[config.mk]
export PLATFORM = sky130hd
export DESIGN_NAME = systolic_input_feeder
export DESIGN_NICKNAME = d
export VERILOG_FILES = /design/src/rtl/systolic_input_feeder.sv
export SDC_FILE = /design/constraint.sdc
export NUM_CORES = 1
export LEC_CHECK = 0
export ABC_CLOCK_PERIOD_IN_PS = 3500
export BUFFER_PORTS_ARGS = -buffer_cell sky130_fd_sc_hd__buf_2
export CAP_MARGIN = 5
export CORE_ASPECT_RATIO = 0.5
export CORE_UTILIZATION = 42
export CTS_CLUSTER_DIAMETER = 60
export CTS_CLUSTER_SIZE = 40
export DETAILED_ROUTE_END_ITERATION = 7
export GPL_TIMING_DRIVEN = 0
export PLACE_DENSITY = 0.74
export REMOVE_ABC_BUFFERS = 1
export SLEW_MARGIN = 10
export SYNTH_ARGS = -nofsm -noshare
export SYNTH_HDL_FRONTEND = slang
export SYNTH_SLANG_ARGS = --single-unit
[constraint.sdc]
create_clock -name clk_i -period 3.5 [get_ports clk_i]
set_clock_uncertainty 0.2 [all_clocks]
set_input_delay 0.7 -clock clk_i [delete_from_list [all_inputs] [get_ports clk_i]]
set_output_delay 0.7 -clock clk_i [all_outputs]
set_load 0.005 [all_outputs]
[src/rtl/systolic_input_feeder.sv]
`default_nettype none
// ============================================================================
// systolic_input_feeder : streams matrix rows from the operand buffer to the
// skew stage, then LANES-1 zero words. Optional macro FEEDER_STALL_CNT_EN.
// Rev 1.0
// ============================================================================
module systolic_input_feeder #(
  parameter int DATA_WIDTH = 8,
  parameter int LANES      = 10,
  parameter int ADDR_WIDTH = 10,
  parameter int ROW_WIDTH  = 10
) (
  input  logic                        clk_i,
  input  logic                        rst_ni,
  input  logic                        start_i,
  input  logic [ADDR_WIDTH-1:0]       base_addr_i,
  input  logic [ROW_WIDTH-1:0]        num_rows_i,
  input  logic                        stall_i,
  output logic                        sram_en_o,
  output logic [ADDR_WIDTH-1:0]       sram_addr_o,
  input  logic [DATA_WIDTH*LANES-1:0] sram_rdata_i,
  output logic [DATA_WIDTH*LANES-1:0] word_o,
  output logic                        en_o,
  output logic                        busy_o,
  output logic                        done_o,
  output logic [15:0]                 stall_cnt_o
);

  localparam int WORD_W  = DATA_WIDTH * LANES;
  localparam int FLUSH_W = (LANES > 2) ? $clog2(LANES) : 1;
  localparam logic [FLUSH_W-1:0] C_FLUSH_LAST = FLUSH_W'(LANES - 2);

  typedef enum logic [1:0] {
    IDLE   = 2'd0,
    STREAM = 2'd1,
    FLUSH  = 2'd2,
    DONE   = 2'd3
  } state_e;

  state_e                r_state, w_state_nxt;
  logic [ADDR_WIDTH-1:0] r_addr;
  logic [ROW_WIDTH-1:0]  r_rows;
  logic [ROW_WIDTH-1:0]  r_issued;
  logic [ROW_WIDTH-1:0]  r_presented;
  logic [FLUSH_W-1:0]    r_flush_cnt;
  logic                  r_rd_pending;
  logic                  r_hold_valid;
  logic [WORD_W-1:0]     r_hold_data;

  logic w_accept;
  logic w_issue;
  logic w_present_hold;
  logic w_present_rd;
  logic w_capture;
  logic w_flush_en;

  always_comb begin
    w_state_nxt    = r_state;
    w_accept       = 1'b0;
    w_issue        = 1'b0;
    w_present_hold = 1'b0;
    w_present_rd   = 1'b0;
    w_capture      = 1'b0;
    w_flush_en     = 1'b0;
    case (r_state)
      IDLE: begin
        if (start_i) begin
          if (num_rows_i != '0) begin
            w_accept    = 1'b1;
            w_state_nxt = STREAM;
          end else begin
            w_state_nxt = DONE;
          end
        end
      end
      STREAM: begin
        // A full hold register drains in any unstalled cycle, so a new read
        // may be issued alongside it; its data can never collide with the hold.
        w_issue        = !stall_i && (r_issued != r_rows);
        w_present_hold = r_hold_valid && !stall_i;
        w_present_rd   = r_rd_pending && !r_hold_valid && !stall_i;
        w_capture      = r_rd_pending && !r_hold_valid && stall_i;
        // Leave on the registered presented count: one idle cycle precedes FLUSH.
        if (r_presented == r_rows) begin
          w_state_nxt = FLUSH;
        end
      end
      FLUSH: begin
        w_flush_en = !stall_i;
        if (w_flush_en && (r_flush_cnt == C_FLUSH_LAST)) begin
          w_state_nxt = DONE;
        end
      end
      DONE: begin
        w_state_nxt = IDLE;
      end
      default: begin
        w_state_nxt = IDLE;
      end
    endcase
  end

  always_ff @(posedge clk_i or negedge rst_ni) begin
    if (!rst_ni) begin
      r_state      <= IDLE;
      r_addr       <= '0;
      r_rows       <= '0;
      r_issued     <= '0;
      r_presented  <= '0;
      r_flush_cnt  <= '0;
      r_rd_pending <= 1'b0;
      r_hold_valid <= 1'b0;
      r_hold_data  <= '0;
    end else begin
      r_state      <= w_state_nxt;
      r_rd_pending <= w_issue;
      if (w_accept) begin
        r_addr      <= base_addr_i;
        r_rows      <= num_rows_i;
        r_issued    <= '0;
        r_presented <= '0;
        r_flush_cnt <= '0;
      end else begin
        if (w_issue) begin
          r_addr   <= r_addr + ADDR_WIDTH'(1);
          r_issued <= r_issued + ROW_WIDTH'(1);
        end
        if (w_present_hold || w_present_rd) begin
          r_presented <= r_presented + ROW_WIDTH'(1);
        end
        if (w_flush_en) begin
          r_flush_cnt <= r_flush_cnt + FLUSH_W'(1);
        end
      end
      if (w_capture) begin
        r_hold_valid <= 1'b1;
        r_hold_data  <= sram_rdata_i;
      end else if (w_present_hold) begin
        r_hold_valid <= 1'b0;
      end
    end
  end

  assign sram_en_o   = w_issue;
  assign sram_addr_o = w_issue ? r_addr : '0;
  assign en_o        = w_present_hold || w_present_rd || w_flush_en;
  assign word_o      = w_present_hold ? r_hold_data :
                       w_present_rd   ? sram_rdata_i : '0;
  assign busy_o      = (r_state == STREAM) || (r_state == FLUSH) || (w_accept && rst_ni);
  assign done_o      = (r_state == DONE);

`ifdef FEEDER_STALL_CNT_EN
  logic [15:0] r_stall_cnt;

  always_ff @(posedge clk_i or negedge rst_ni) begin
    if (!rst_ni) begin
      r_stall_cnt <= '0;
    end else if (w_accept) begin
      r_stall_cnt <= '0;
    end else if (busy_o && stall_i && (r_stall_cnt != 16'hFFFF)) begin
      r_stall_cnt <= r_stall_cnt + 16'd1;
    end
  end

  assign stall_cnt_o = r_stall_cnt;
`else
  assign stall_cnt_o = 16'h0000;
`endif

endmodule
`default_nettype wire

Yosys cells after proc, flatten, opt, wreduce, memory -nomap -nowiden
Index checks and enable logic that the tools add are counted.
{"block": "op_classes", "n_addsub": 4, "n_eq_ne": 9, "muxes": 26, "n_reduce_logical": 20}
{"operator": "$mux W80", "count": 2}
{"operator": "$mux W10", "count": 7}
{"operator": "$add A10 B1 Y10 const B", "count": 3}
{"operator": "$eq A10 B10 Y1", "count": 1}
{"operator": "$mux W1", "count": 10}
{"operator": "$ne A10 B10 Y1", "count": 1}
{"operator": "$reduce_bool A10 Y1", "count": 1}
{"operator": "$mux W2", "count": 4}
{"operator": "$mux W4", "count": 2}
{"operator": "$pmux W2 S4", "count": 1}
{"operator": "$reduce_bool A2 Y1", "count": 4}
{"operator": "$logic_and A1 B1 Y1", "count": 7}
{"operator": "$ne A2 B2 Y1 const B", "count": 3}
{"operator": "$add A4 B1 Y4 const B", "count": 1}
{"operator": "$eq A2 B2 Y1 const B", "count": 2}
{"operator": "$eq A4 B4 Y1 const B", "count": 1}
{"operator": "$logic_or A1 B1 Y1", "count": 4}
{"operator": "$reduce_and A3 Y1", "count": 1}
{"operator": "$eq A2 B1 Y1 const B", "count": 1}
{"operator": "$logic_not A1 Y1", "count": 2}
{"operator": "$logic_not A2 Y1", "count": 1}
{"block": "word_totals", "reg_bits": 128, "input_bits": 104, "elab_cells": 68}

Depth between registers and ports, before layout
{"block": "depth", "word_depth": 7, "ltp_mapped": 8, "ltp_nobuf": 7}

Worst setup path after synthesis
Ideal clock, no wire load.
{"block": "synth_path", "path_kind": "input port to output port", "startpoint": "input port stall_i", "endpoint": "output port word_o[0]", "arrival_time_ps": 1812, "required_time_ps": 2600, "setup_slack_ps": 788, "cell_stages": 5, "path_buffers": 2, "path_cell_list": "nand2b_1 -> nor3b_1 -> clkbuf_1 -> clkbuf_1 -> a22o_1"}
{"block": "synth_between", "elab_chain_cells": 5, "elab_cells_between_ends": 7, "classes_between": "4 x mux; 3 x reduce/logical"}
{"element": "from (decl)", "line_no": "18", "rtl": "input logic stall_i,"}
{"element": "$logic_not A1 Y1 *", "line_no": "80, 81"}
{"element": "$logic_and A1 B1 Y1", "line_no": "81", "rtl": "w_present_rd = r_rd_pending && !r_hold_valid && !stall_i;"}
{"element": "$mux W1", "line_no": "65", "rtl": "case (r_state)"}
{"element": "$mux W80", "line_no": "148", "rtl": "w_present_rd ? sram_rdata_i : '0;"}
{"element": "$mux W80 *", "line_no": "147", "rtl": "assign word_o = w_present_hold ? r_hold_data :"}
{"element": "to (decl)", "line_no": "22", "rtl": "output logic [DATA_WIDTH*LANES-1:0] word_o,"}
Every way passes the cells marked *; elsewhere a longest branch is shown, timed or not.

Worst setup path after layout
{"block": "layout_path", "startpoint": "register r_state[1]", "endpoint": "output port word_o[48]"}
{"block": "layout_between", "elab_chain_cells": 4, "elab_cells_between_ends": 5, "classes_between": "1 x eq/ne; 4 x mux"}
{"element": "from (decl)", "line_no": "40", "rtl": "state_e r_state, w_state_nxt;"}
{"element": "from (signal assigned)", "line_no": "115", "rtl": "r_state <= w_state_nxt;"}
{"element": "$eq A2 B1 Y1 *", "line_no": "65"}
{"element": "$mux W1", "line_no": "65"}
{"element": "$mux W80", "line_no": "148"}
{"element": "$mux W80 *", "line_no": "147"}
Marked as above.

==> flow_summary_export.csv <==
group,metric,value,unit
clock_network,cts_hold_buf,0,
yosys,synth_top_area_cell,"dfrtp_1",
sta,finalCriticalPeriod,3.33,ns
sta,finalHoldViolCount,0,
worst_setup_path,ff2ff_path_depth,8,
yosys,syn-mean-instance-area,11.2,um^2
yosys,synth_cell_types,48,
sta,timing.hold.ws,0.0882,ns
yosys,synth_area,0.00663,mm^2
yosys,synth_top_area_share,0.483,
power,leakagePower,4.33,nW
sta,setup_viol,0,
clock_network,cts-root-buf,"clkbuf_16",
worst_setup_path,slowest_stage,"dfrtp_1",
clock_network,clk_transition_reported_paths,0.06,ns
worst_setup_path,cp-end-kind,"output port",
drt,vias_per_cell,5.32,
layout,fin_cells,999,
sta,final.setup.tns,0,ns
yosys,synth_area_leaders,"dfrtp_1 (48%), mux2_2 (14%), a22o_1 (11%)",
clock_network,cts_tree,"done",
power,power_density,738,mW/mm^2
layout,drive_gt1_frac,0.430,
worst_setup_path,crit_path_start_kind,"register",
floorplan,coreArea,0.0154,mm^2
sta,final_max_slew_viol_count,0,
placed_design,gp_congestion,0.794,
power,p_int,4.36,mW
placed_design,hpwlAfterDp,10.9,mm
placed_design,place_inst,966,
worst_setup_path,cpPeakStageDelay,0.40,ns
yosys,synth-seq-area-share,0.483,
job,maxCapViolCount,0,
layout,area_growth,29.4,%
layout,fillers,1299,
yosys,async_flop_share,1.00,
drt,first_pass_iters,6,
sta,rsz0062_at_grt,"false",
worst_setup_path,reg2reg_slack,0.66,ns
drt,wl,15.6,mm
yosys,yosysWarnings,0,
global_routing,grt_pass1_vias,5118,
drt,drc,15,
power,power,6.33,mW
yosys,synthCells,590,
global_routing,grt_pass1_wl,25.6,mm
run_status,violations,"design-rule violations",
run_status,status,"finished, violations left",
drt,drt-wirelength-per-cell,15.6,um
clock_network,htreeDepth,4,
sta,period_share,0.952,
clock_network,clock_latency,0.40,ns
yosys,synth_edf_count,0,
worst_setup_path,worst_path_dominant_cell_family,"buffers and inverters",
worst_setup_path,timing.rr.start,"r_state[1]",
clock_network,cts_inserted_buffers,17,
sta,slew-limit-headroom,0.477,
drt,ant_nets,0,
floorplan,die-area,0.0163,mm^2
worst_setup_path,cp_data_arrival_time,2.43,ns
yosys,synthFlopType,"dfrtp_1",
floorplan,die_width,180,um
worst_setup_path,path_cells,"inv_1 > ha_4 > nand2b_2 > nor3b_4 > buf_4 > buf_6 > buf_6 > a22o_1 > buf_2",
power,p_seq_frac,0.398,
placed_design,placement.io_buffers,197,
layout,antenna_cells,0,
layout,nets,896,
clock_network,cts.path.max_buffers,2,
sta,max_freq,300,MHz
worst_setup_path,crit_top_cell,"buf_6",
worst_setup_path,path_buf_inv,5,
drt,drtIter0Drc,215,
clock_network,clock-sinks,128,
floorplan,initial_utilization,0.430,
power,pwr-share-clk,0.309,
yosys,synth.most_common_cell,"dfrtp_1",
drt,vias,5319,
sta,worst_pin_slew,0.784,ns
global_routing,track_usage,0.194,
floorplan,pin_count,214,
global_routing,grt_overflow_total,0,
worst_hold_path,hold_class,"primary input to asynchronous set/reset pin",
power,switchingPower,1.97,mW
worst_setup_path,critPathMaxFanout,16,
global_routing,grt_max_degree,81,
power,peakVddDrop,335,uV
power,swShare,0.311,
worst_setup_path,crit_type,"register to output port",
floorplan,num_rows,32,
yosys,synthTopCellsByCount,"dfrtp_1 (128), a22o_1 (80), mux2_2 (80)",
global_routing,antenna_found_initial,0,
worst_setup_path,r2r-end,"r_hold_data[32]",
floorplan,die_height,90.8,um
worst_setup_path,cp.required,2.60,ns
power,power_frac_comb,0.293,
yosys,synth_seq_cells,128,
## routing by layer
layer / up-vias / GRT usage / share of wire
met5: - / 0 / 0
met4: 0 / 0.0726 / 0.016
met3: 22 / 0.0355 / 0.034
met2: 141 / 0.345 / 0.52
met1: 2654 / 0.236 / 0.43
li1: 2502 / - / -
## worst max-delay path by stage
stage / start / end / slack [ns] / depth (start not counted)
3_3_place_gp: stall_i / word_o[72] / -6.28 / 5
6_report: r_state[1] / word_o[48] / 0.17 / 9
4_1_cts: r_state[1] / word_o[72] / 0.005 / 9
3_5_place_dp: stall_i / sram_addr_o[1] / 0.05 / 5
5_1_grt: r_state[1] / word_o[72] / 0.02 / 9
2_1_floorplan: stall_i / word_o[0] / -3.30 / 3
## cell families after synthesis
kind of cell	count (synthesis)	share of synthesized area
AOI/OAI and AO/OA	120	0.148
xor gates and xnor gates	35	0.0462
adders and majority gates	10	0.0189
buffers and inverters	65	0.0491
DFF	128	0.483
muxes	87	0.146
other	1	0.000566
and+or+nand+nor	144	0.107
## worst reg2reg max path: cells and delay by family (launching register included)
family / cells / cell delay [ns]
mux: 1 / 0.27
buf+inv: 5 / 1.07
simple gates: 1 / 0.59
flops: 1 / 0.40
fa+ha+maj: 1 / 0.20
## through the flow
step	setup WS (ns)	instance area [um^2]	util
2_1_floorplan	-3.30	6400	-
3_3_place_gp	-6.28	7640	0.496
3_5_place_dp	0.0472	7870	0.511
4_1_cts	0.00547	8550	0.555
5_1_grt	0.0188	8580	0.557
6_report	0.169	8580	0.557
## registers in the layout, summed over array words and instances, names as in the netlist
register      cells
r_hold_data      80
r_addr           10
r_issued         10
r_presented      10
r_rows           10
r_flush_cnt       4
r_state           2
r_hold_valid      1
r_rd_pending      1
## cells in the final DEF (no fill, tap or decap), types with 3 or more instances in the layout
| cell type | synthesis | routed |
|---|---|---|
| inv_1 | 10 | 10 |
| a22o_1 | 80 | 80 |
| a41o_1 | 4 | 4 |
| mux2i_1 | 7 | 7 |
| o21ai_0 | 6 | 6 |
| clkinvlp_4 | 0 | 5 |
| buf_16 | 0 | 3 |
| clkbuf_16 | 0 | 17 |
| a21oi_1 | 5 | 5 |
| a31o_2 | 3 | 3 |
| and3_1 | 3 | 3 |
| buf_4 | 17 | 4 |
| ha_1 | 10 | 9 |
| a31oi_1 | 12 | 11 |
| nand2b_1 | 4 | 3 |
| buf_6 | 2 | 9 |
| conb_1 | 1 | 16 |
| nand2_1 | 52 | 52 |
| mux2_2 | 80 | 80 |
| and2_1 | 11 | 10 |
| bufinv_16 | 0 | 5 |
| xnor2_1 | 19 | 19 |
| nand3_1 | 5 | 5 |
| dfrtp_1 | 128 | 128 |
| nor3_1 | 6 | 6 |
| xor2_1 | 16 | 16 |
| nor4_2 | 2 | 4 |
| buf_2 | 2 | 196 |
| nor2b_1 | 3 | 3 |
| nand4_1 | 10 | 10 |
| nor2_1 | 32 | 32 |
## area by class of cell
type | instances | area [um^2] | share of cell area
multi-input cells | 412 | 3220 | 0.375
inverters | 10 | 37.5 | 0.00437
well taps | 204 | 255 | 0.0297
repair buffers | 213 | 1210 | 0.141
clock inverters | 13 | 210 | 0.0245
flip-flops and latches | 128 | 3200 | 0.373
clock buffers | 19 | 443 | 0.0516
## what timing repair did
action,CTS,global route
cloned,0,0
pin swaps,1,0
setup endpoints to repair,65,17
gates resized for setup,4,5
hold endpoints to repair,0,0
setup buffers,1,0
## power groups by stage
stage          registers (mW)  logic [mW]  clock network, mW
5_1_grt                  2.59        2.06               2.07
3_3_place_gp             2.48        1.75                  0
4_1_cts                  2.51        1.87               2.00
2_1_floorplan            2.40        1.31                  0
3_5_place_dp             2.53        1.84                  0
6_report                 2.52        1.86               1.95
Power figures use the tool's default switching activity.
